File: src/rtl/piso_serializer_if.sv
// Load handshake and serial frame signals between an upstream producer and the PISO stage.
// The slave modport is the serializer's view; the master modport is the producer/monitor view.
interface piso_serializer_if #(
  parameter int unsigned WIDTH = 4
) ();
  logic             load_valid;
  logic             load_ready;
  logic [WIDTH-1:0] P;
  logic             D;
  logic             busy;
  logic             frame_start;
  logic             frame_last;

  modport slave (
    input  load_valid,
    input  P,
    output load_ready,
    output D,
    output busy,
    output frame_start,
    output frame_last
  );

  modport master (
    output load_valid,
    output P,
    input  load_ready,
    input  D,
    input  busy,
    input  frame_start,
    input  frame_last
  );
endinterface

File: src/rtl/piso_serializer.sv
// Parallel-in serial-out stage: accepts a WIDTH-bit word on a valid/ready handshake and
// shifts it out one bit per clk, gaplessly back-to-back, with first/last-bit frame flags.
module piso_serializer #(
  parameter int unsigned WIDTH      = 4,
  parameter bit          LSB_FIRST  = 1'b1,
  parameter logic        IDLE_LEVEL = 1'b0
) (
  input  logic           clk,
  input  logic           rst_n,
  piso_serializer_if.slave bus
);

  localparam int unsigned CNT_W = (WIDTH > 1) ? $clog2(WIDTH) : 1;
  localparam logic [CNT_W-1:0] CNT_LAST = CNT_W'(WIDTH - 1);

  typedef enum logic {
    IDLE  = 1'b0,
    SHIFT = 1'b1
  } state_t;

  state_t             r_state;
  logic [CNT_W-1:0]   r_cnt;
  logic [WIDTH-1:0]   r_shreg;
  logic               r_d;
  logic               r_busy;
  logic               r_frame_start;
  logic               r_frame_last;

  state_t             w_state_nxt;
  logic [CNT_W-1:0]   w_cnt_nxt;
  logic [WIDTH-1:0]   w_shreg_nxt;
  logic               w_d_nxt;
  logic               w_busy_nxt;
  logic               w_frame_start_nxt;
  logic               w_frame_last_nxt;
  logic               w_load_ready;
  logic               w_accept;
  logic [WIDTH-1:0]   w_p;
  logic               w_p_first_bit;
  logic [WIDTH-1:0]   w_p_rest;
  logic               w_shreg_out_bit;
  logic [WIDTH-1:0]   w_shreg_shifted;
  logic [CNT_W-1:0]   w_cnt_inc;

  assign w_p             = bus.P;
  assign w_load_ready    = (r_state == IDLE) || (r_cnt == CNT_LAST);
  assign w_accept        = bus.load_valid && w_load_ready;
  assign w_cnt_inc       = r_cnt + CNT_W'(1);

  // The D register holds the bit on the wire; the shift register holds the bits still to come.
  assign w_p_first_bit   = LSB_FIRST ? w_p[0] : w_p[WIDTH-1];
  assign w_p_rest        = LSB_FIRST ? (w_p >> 1) : (w_p << 1);
  assign w_shreg_out_bit = LSB_FIRST ? r_shreg[0] : r_shreg[WIDTH-1];
  assign w_shreg_shifted = LSB_FIRST ? (r_shreg >> 1) : (r_shreg << 1);

  always_ff @(posedge clk) begin
    if (!rst_n) begin
      r_state       <= IDLE;
      r_cnt         <= '0;
      r_shreg       <= '0;
      r_d           <= IDLE_LEVEL;
      r_busy        <= 1'b0;
      r_frame_start <= 1'b0;
      r_frame_last  <= 1'b0;
    end else begin
      r_state       <= w_state_nxt;
      r_cnt         <= w_cnt_nxt;
      r_shreg       <= w_shreg_nxt;
      r_d           <= w_d_nxt;
      r_busy        <= w_busy_nxt;
      r_frame_start <= w_frame_start_nxt;
      r_frame_last  <= w_frame_last_nxt;
    end
  end

  always_comb begin
    w_state_nxt       = r_state;
    w_cnt_nxt         = r_cnt;
    w_shreg_nxt       = r_shreg;
    w_d_nxt           = IDLE_LEVEL;
    w_busy_nxt        = 1'b0;
    w_frame_start_nxt = 1'b0;
    w_frame_last_nxt  = 1'b0;

    case (r_state)
      IDLE: begin
        if (w_accept) begin
          w_state_nxt       = SHIFT;
          w_cnt_nxt         = '0;
          w_shreg_nxt       = w_p_rest;
          w_d_nxt           = w_p_first_bit;
          w_busy_nxt        = 1'b1;
          w_frame_start_nxt = 1'b1;
          w_frame_last_nxt  = (CNT_LAST == '0);
        end
      end
      SHIFT: begin
        if (r_cnt == CNT_LAST) begin
          // Last bit on the wire: chain the next word gaplessly or fall back to idle.
          if (w_accept) begin
            w_state_nxt       = SHIFT;
            w_cnt_nxt         = '0;
            w_shreg_nxt       = w_p_rest;
            w_d_nxt           = w_p_first_bit;
            w_busy_nxt        = 1'b1;
            w_frame_start_nxt = 1'b1;
            w_frame_last_nxt  = (CNT_LAST == '0);
          end else begin
            w_state_nxt = IDLE;
            w_cnt_nxt   = '0;
            w_shreg_nxt = '0;
          end
        end else begin
          w_cnt_nxt        = w_cnt_inc;
          w_shreg_nxt      = w_shreg_shifted;
          w_d_nxt          = w_shreg_out_bit;
          w_busy_nxt       = 1'b1;
          w_frame_last_nxt = (w_cnt_inc == CNT_LAST);
        end
      end
      default: begin
        w_state_nxt = IDLE;
        w_cnt_nxt   = '0;
        w_shreg_nxt = '0;
      end
    endcase
  end

  assign bus.load_ready  = w_load_ready;
  assign bus.D           = r_d;
  assign bus.busy        = r_busy;
  assign bus.frame_start = r_frame_start;
  assign bus.frame_last  = r_frame_last;

endmodule

File: src/flat_wrapper.sv
// flat-port wrapper written by rule: the top's interface ports become plain ports
module piso_serializer_flat 
#(
  parameter int unsigned WIDTH      = 4,
  parameter bit          LSB_FIRST  = 1'b1,
  parameter logic        IDLE_LEVEL = 1'b0
)
  (clk, rst_n, bus_load_valid, bus_P, bus_load_ready, bus_D, bus_busy, bus_frame_start, bus_frame_last);
  piso_serializer_if #(.WIDTH(WIDTH)) bus_i ();
  input  logic clk;
  input  logic rst_n;
  input wire logic [$bits(bus_i.load_valid)-1:0] bus_load_valid;
  input wire logic [$bits(bus_i.P)-1:0] bus_P;
  output wire logic [$bits(bus_i.load_ready)-1:0] bus_load_ready;
  output wire logic [$bits(bus_i.D)-1:0] bus_D;
  output wire logic [$bits(bus_i.busy)-1:0] bus_busy;
  output wire logic [$bits(bus_i.frame_start)-1:0] bus_frame_start;
  output wire logic [$bits(bus_i.frame_last)-1:0] bus_frame_last;
  assign bus_i.load_valid = bus_load_valid;
  assign bus_i.P = bus_P;
  assign bus_load_ready = bus_i.load_ready;
  assign bus_D = bus_i.D;
  assign bus_busy = bus_i.busy;
  assign bus_frame_start = bus_i.frame_start;
  assign bus_frame_last = bus_i.frame_last;
  piso_serializer #(.WIDTH(WIDTH), .LSB_FIRST(LSB_FIRST), .IDLE_LEVEL(IDLE_LEVEL)) u_core (.clk(clk), .rst_n(rst_n), .bus(bus_i));
endmodule
File: config.mk
export PLATFORM = sky130hd
export DESIGN_NAME = piso_serializer_flat
export DESIGN_NICKNAME = d
export VERILOG_FILES = /design/src/rtl/piso_serializer_if.sv /design/src/rtl/piso_serializer.sv /design/src/flat_wrapper.sv
export SDC_FILE = /design/constraint.sdc
export NUM_CORES = 1
export LEC_CHECK = 0
export CAP_MARGIN = 30
export CORE_AREA = 4 4 41 43
export DETAILED_ROUTE_END_ITERATION = 12
export DIE_AREA = 0 0 45 47
export HOLD_SLACK_MARGIN = 0.15
export PLACE_DENSITY = 0.67
export SYNTH_ARGS = -nofsm -noshare
export SYNTH_HDL_FRONTEND = slang
export SYNTH_SLANG_ARGS = --single-unit
File: constraint.sdc
create_clock -name clk -period 1.56 [get_ports clk]
set_clock_uncertainty 0.15 [all_clocks]
set_input_delay 0.234 -clock clk [delete_from_list [all_inputs] [get_ports clk]]
set_output_delay 0.234 -clock clk [all_outputs]
set_load 0.05 [all_outputs]
* Word level (Yosys, flattened, before mapping)
Cells that the tools add are included.
Storage, ports and cells: bits of input ports 7, logic and storage cells 30, bits in registers 10
Cells by class: equality and inequality tests 3, bitwise logic cells 1, reduce and logical (&&, ||, !) cells 2, $add $sub $neg 1, mux-type cells 17
Operators by type and width (count):
- one-hot mux 1 bit (2 select lines) | 4
- one-hot mux 4 bit (2 select lines) | 1
- 2-to-1 mux 1 bit | 6
- 2-to-1 mux 3 bit | 2
- == test 2 bit (second input constant) | 2
- 2-to-1 mux 2 bit | 2
- 2-to-1 mux 4 bit | 1
- one-hot mux 2 bit (2 select lines) | 1
- adder 2 x 1 -> 2 bit (second input constant) | 1
- != test 2 x 1 -> 1 bit (second input constant) | 1
- logical AND 1 bit | 1
- logical OR 1 bit | 1
- NOT 1 bit | 1

* Depth between registers and ports, before layout
word-level depth 6, mapped depth 5, depth with buffers taken out 5

* Worst setup path after synthesis
No wires, ideal clock.
path type reg2reg, start register u_core.bus.busy (netlist name), end register u_core.r_shreg[2], library setup time 118 ps, data arrival time 1384 ps, stages on the path, launching flop included 6, slack -92 ps, path through dfxtp_1 buf_6 and2b_4 inv_2 a32oi_1 nor2b_1
RTL lines:
- to (signal assigned) | line piso_serializer.sv:68 | r_shreg <= w_shreg_nxt;
- to (decl) | line piso_serializer.sv:23 | logic [WIDTH-1:0] r_shreg;

* Worst setup path in the final report
start register u_core.r_cnt[1], end output bus_load_ready
Between the ends: cells in the longest elaborated chain, start to end 2
Ends and longest elaborated chain:
- from (decl) | line piso_serializer.sv:22 | logic [CNT_W-1:0] r_cnt;
- from (signal assigned) | line piso_serializer.sv:67 | r_cnt <= w_cnt_nxt;
- == test 2 bit | line piso_serializer.sv:46 | assign w_load_ready = (r_state == IDLE) || (r_cnt == CNT_LAST);
- logical OR 1 bit | line piso_serializer.sv:46
- to (decl) | line flat_wrapper.sv:14 | output wire logic [$bits(bus_i.load_ready)-1:0] bus_load_ready;
No other way between the ends.

==> results by group <==
Finish
  • Ant. Diodes: 0
  • Commonest non-fill, non-tap cells in the layout: clkdlybuf4s50_1, dfxtp_1, buf_12, buf_4
  • # nets final: between 60 and 70
  • Area Growth Syn to Fin: 60.1%
  • Share of cells above drive strength 1: 0.368
  • Filler cell count: between 100 and 150
  • Final core occ: 0.497
  • Finished Cell Area: roughly 650 um^2

Worst setup path
  • CP Capture Point: bus_load_ready
  • Crit. Startpoint: u_core.r_cnt[1]$_SDFFE_PN0P_
  • CP Max Fanout: 3
  • CP max stage delay: 0.34 ns
  • R2R cell count: 6
  • Worst EP required: 1.18 ns
  • CP cell instances: ha_4 > and2b_4 > inv_4 > buf_12
  • Reg2reg start: u_core.r_cnt[1]$_SDFFE_PN0P_
  • CP arrival: approximately 1.2 ns
  • CP Launch Type: register
  • R2R Setup Slk: approximately 0.11 ns
  • Setup crit end kind: output port
  • Worst R2R End: u_core.r_shreg[2]$_SDFFE_PN0P_
  • Crit Path Class: reg -> out
  • Worst path slowest cell: dfxtp_2

Run
  • Max cap viols: 0

Die
  • Row count: 13
  • Die area: approximately 0.0021 mm^2
  • Die width: about 45 um
  • I/O pin count: 12
  • Core Region: 0.00130 mm^2
  • Starting Density: 0.311
  • Die Ht: 47 um

Run status
  • Failing checks: setup timing
  • Outcome: finished with violations

Power and ir drop
  • Power Total: around 560 uW
  • Max VDD drop: between 0.4 and 0.5 mV
  • Lkg Pwr: roughly 0.00027 uW
  • Pwr Density: 870 mW/mm^2

Placement
  • Placed wire-length estimate: between 500 and 600 um
  • Port bufs: 11
  • Post-DP Area: 573 um^2
  • Place WS: between 0.04 and 0.05 ns
  • Final RePlAce weighted congestion: roughly 0.77

Clock tree
  • Clock tree sinks: 9
  • Total CTS buffers: 3
  • Clock slew at reported path FFs: about 0.060 ns
  • Clk_lat worst skew: 0.26 ns
  • CTS tree: done
  • Root Driver: clkbuf_4
  • Clock buffer depth: 2
  • Count of hold buffers inserted by post-cts repair: 0
  • H-Tree Depth: 1

Logic synthesis
  • Yosys cell types: 22
  • Mapped Nets: 48
  • Synth Instances: 39
  • Seq/Total Area, Yosys: 0.446
  • Area leader, netlist: dfxtp_1
  • Yosys reg bits: 9
  • Yosys Warn Count: 0
  • Share of Yosys cell area claimed by the top area cell type: 0.446
  • Syn avg cell area: slightly above 10 um^2
  • Cell Area, Synth: around 400 um^2
  • Synth area leaders: dfxtp_1, ha_1, nor2b_1

Hold path
  • HP Class: reg -> reg

Timing
  • Setup slack after layout: -0.0251 ns
  • Final number of hold-violating endpoints: 0
  • Fin Setup TNS: -0.0251 ns
  • Slew Limit Fails: 0
  • RSZ-0062 raised after global routing: true
  • Relative slew slack: 0.815
  • Final cycle utilization of the critical path: 1.02
  • Worst-Margin Slew: ~0.28 ns
  • Final Setup Violations: 1
  • Tmin final: roughly 1.6 ns
  • Fmax: 631 MHz

Drt
  • Via count: about 350
  • Antenna viol nets, final: 0
  • Drt wl/cell: approximately 12 um
  • DR vias/cell: 4.79
  • TritonRoute pass-1 iters: 2
  • # DRC: 0
  • DRT iter0 DRCs: 5
  • WL final: 833 um

Global route
  • Met2 Usage GRT: 0.153
  • Antenna violations before repair: 0
  • Pin count of the biggest net entering global routing: 12
  • GRT Total Usage: 0.100
  • Number of global-route vias before repair: about 340
  • GR Layer Usage met3: 0.0651
  • Global route hottest layer: met2
  • Met1 Track Usage GR: 0.106
  • Remaining global-route overflow: 0
  • First-pass GRT wire length: approximately 1400 um
-- worst max-delay path, delay by kind of cell (launching register included) --
kind / cells / cell delay, ns
buffers and inverters: 2 / 0.18
flip-flops: 1 / 0.34
adder cells (fa/ha/maj): 1 / 0.16
AND/OR/NAND/NOR: 1 / 0.26
-- cells by family after synthesis --
logic type | share of synthesized area
flip-flops | 0.446
AO/OA/AOI/OAI | 0.232
AND/OR/NAND/NOR | 0.161
multiplexers | 0.0248
adder cells (fa/ha/maj) | 0.0619
buffers and inverters | 0.0743
-- metrics by stage --
step / std cells / hold slack (ns)
3_3_place_gp: 64 / 0.293
4_1_cts: 72 / 0.309
2_1_floorplan: 39 / 0.201
6_report: 72 / 0.306
3_5_place_dp: 64 / 0.300
5_1_grt: 72 / 0.339
-- power breakdown --
group | switching [uW] | total, uW | internal (uW) | leakage [uW]
logic | 55.4 | 123 | 67.6 | 0.000182
clock network | 83.2 | 182 | 98.7 | 0.0000150
registers | 13.9 | 258 | 244 | 0.0000751
-- state kept, by name (all words and copies together) (netlist names) --
signal / flops
u_core.r_cnt: 2
u_core.bus.busy: 1
u_core.bus.D: 1
u_core.bus.frame_start: 1
u_core.bus.frame_last: 1
u_core.r_shreg: 3
-- final cells by class --
class	count	area (um^2)	area share
repair buffers	16	198	0.306
inverters	3	13.8	0.0213
clock buffers	4	26.3	0.0406
flip-flops and latches	9	184	0.284
well taps	15	18.8	0.0290
multi-input cells	25	206	0.319
-- per-layer routing --
metal / share of wire / wire (um)
met1: 0.43 / 362
met2: 0.46 / 387
met3: 0.10 / 83
met4: 0 / 0
met5: 0 / 0
-- how the worst min path moves through the flow --
stage / start / to / cells past startpoint
4_1_cts: u_core.r_shreg[0]$_SDFFE_PN0P_ / u_core.bus.D$_SDFF_PN0_ / 2
3_5_place_dp: u_core.r_shreg[0]$_SDFFE_PN0P_ / u_core.bus.D$_SDFF_PN0_ / 2
3_3_place_gp: u_core.r_shreg[0]$_SDFFE_PN0P_ / u_core.bus.D$_SDFF_PN0_ / 2
6_report: u_core.r_shreg[0]$_SDFFE_PN0P_ / u_core.bus.D$_SDFF_PN0_ / 2
5_1_grt: u_core.r_shreg[0]$_SDFFE_PN0P_ / u_core.bus.D$_SDFF_PN0_ / 2
2_1_floorplan: rst_n / u_core.bus.busy$_SDFF_PN0_ / 1
-- cells in the mapped netlist --
| cell | number |
|---|---|
| a21bo_1 | 1 |
| a21boi_1 | 1 |
| a21o_2 | 1 |
| a21oi_1 | 1 |
| a221oi_2 | 1 |
| a32oi_1 | 2 |
| and2b_4 | 1 |
| and3_1 | 2 |
| buf_4 | 1 |
| buf_6 | 1 |
| dfxtp_1 | 9 |
| ha_1 | 2 |
| inv_1 | 2 |
| inv_2 | 1 |
| mux2i_1 | 1 |
| nand2_1 | 1 |
| nand3_1 | 1 |
| nor2_1 | 2 |
| nor2b_1 | 3 |
| nor3b_1 | 1 |
| o21a_1 | 2 |
| o31ai_1 | 2 |
-- what timing repair did --
item	in CTS	in global routing
buffers inserted	4	0
setup endpoints to repair	1	1
gates resized for setup	5	0
pin swaps	1	1
(Power assumes the default switching activity.)
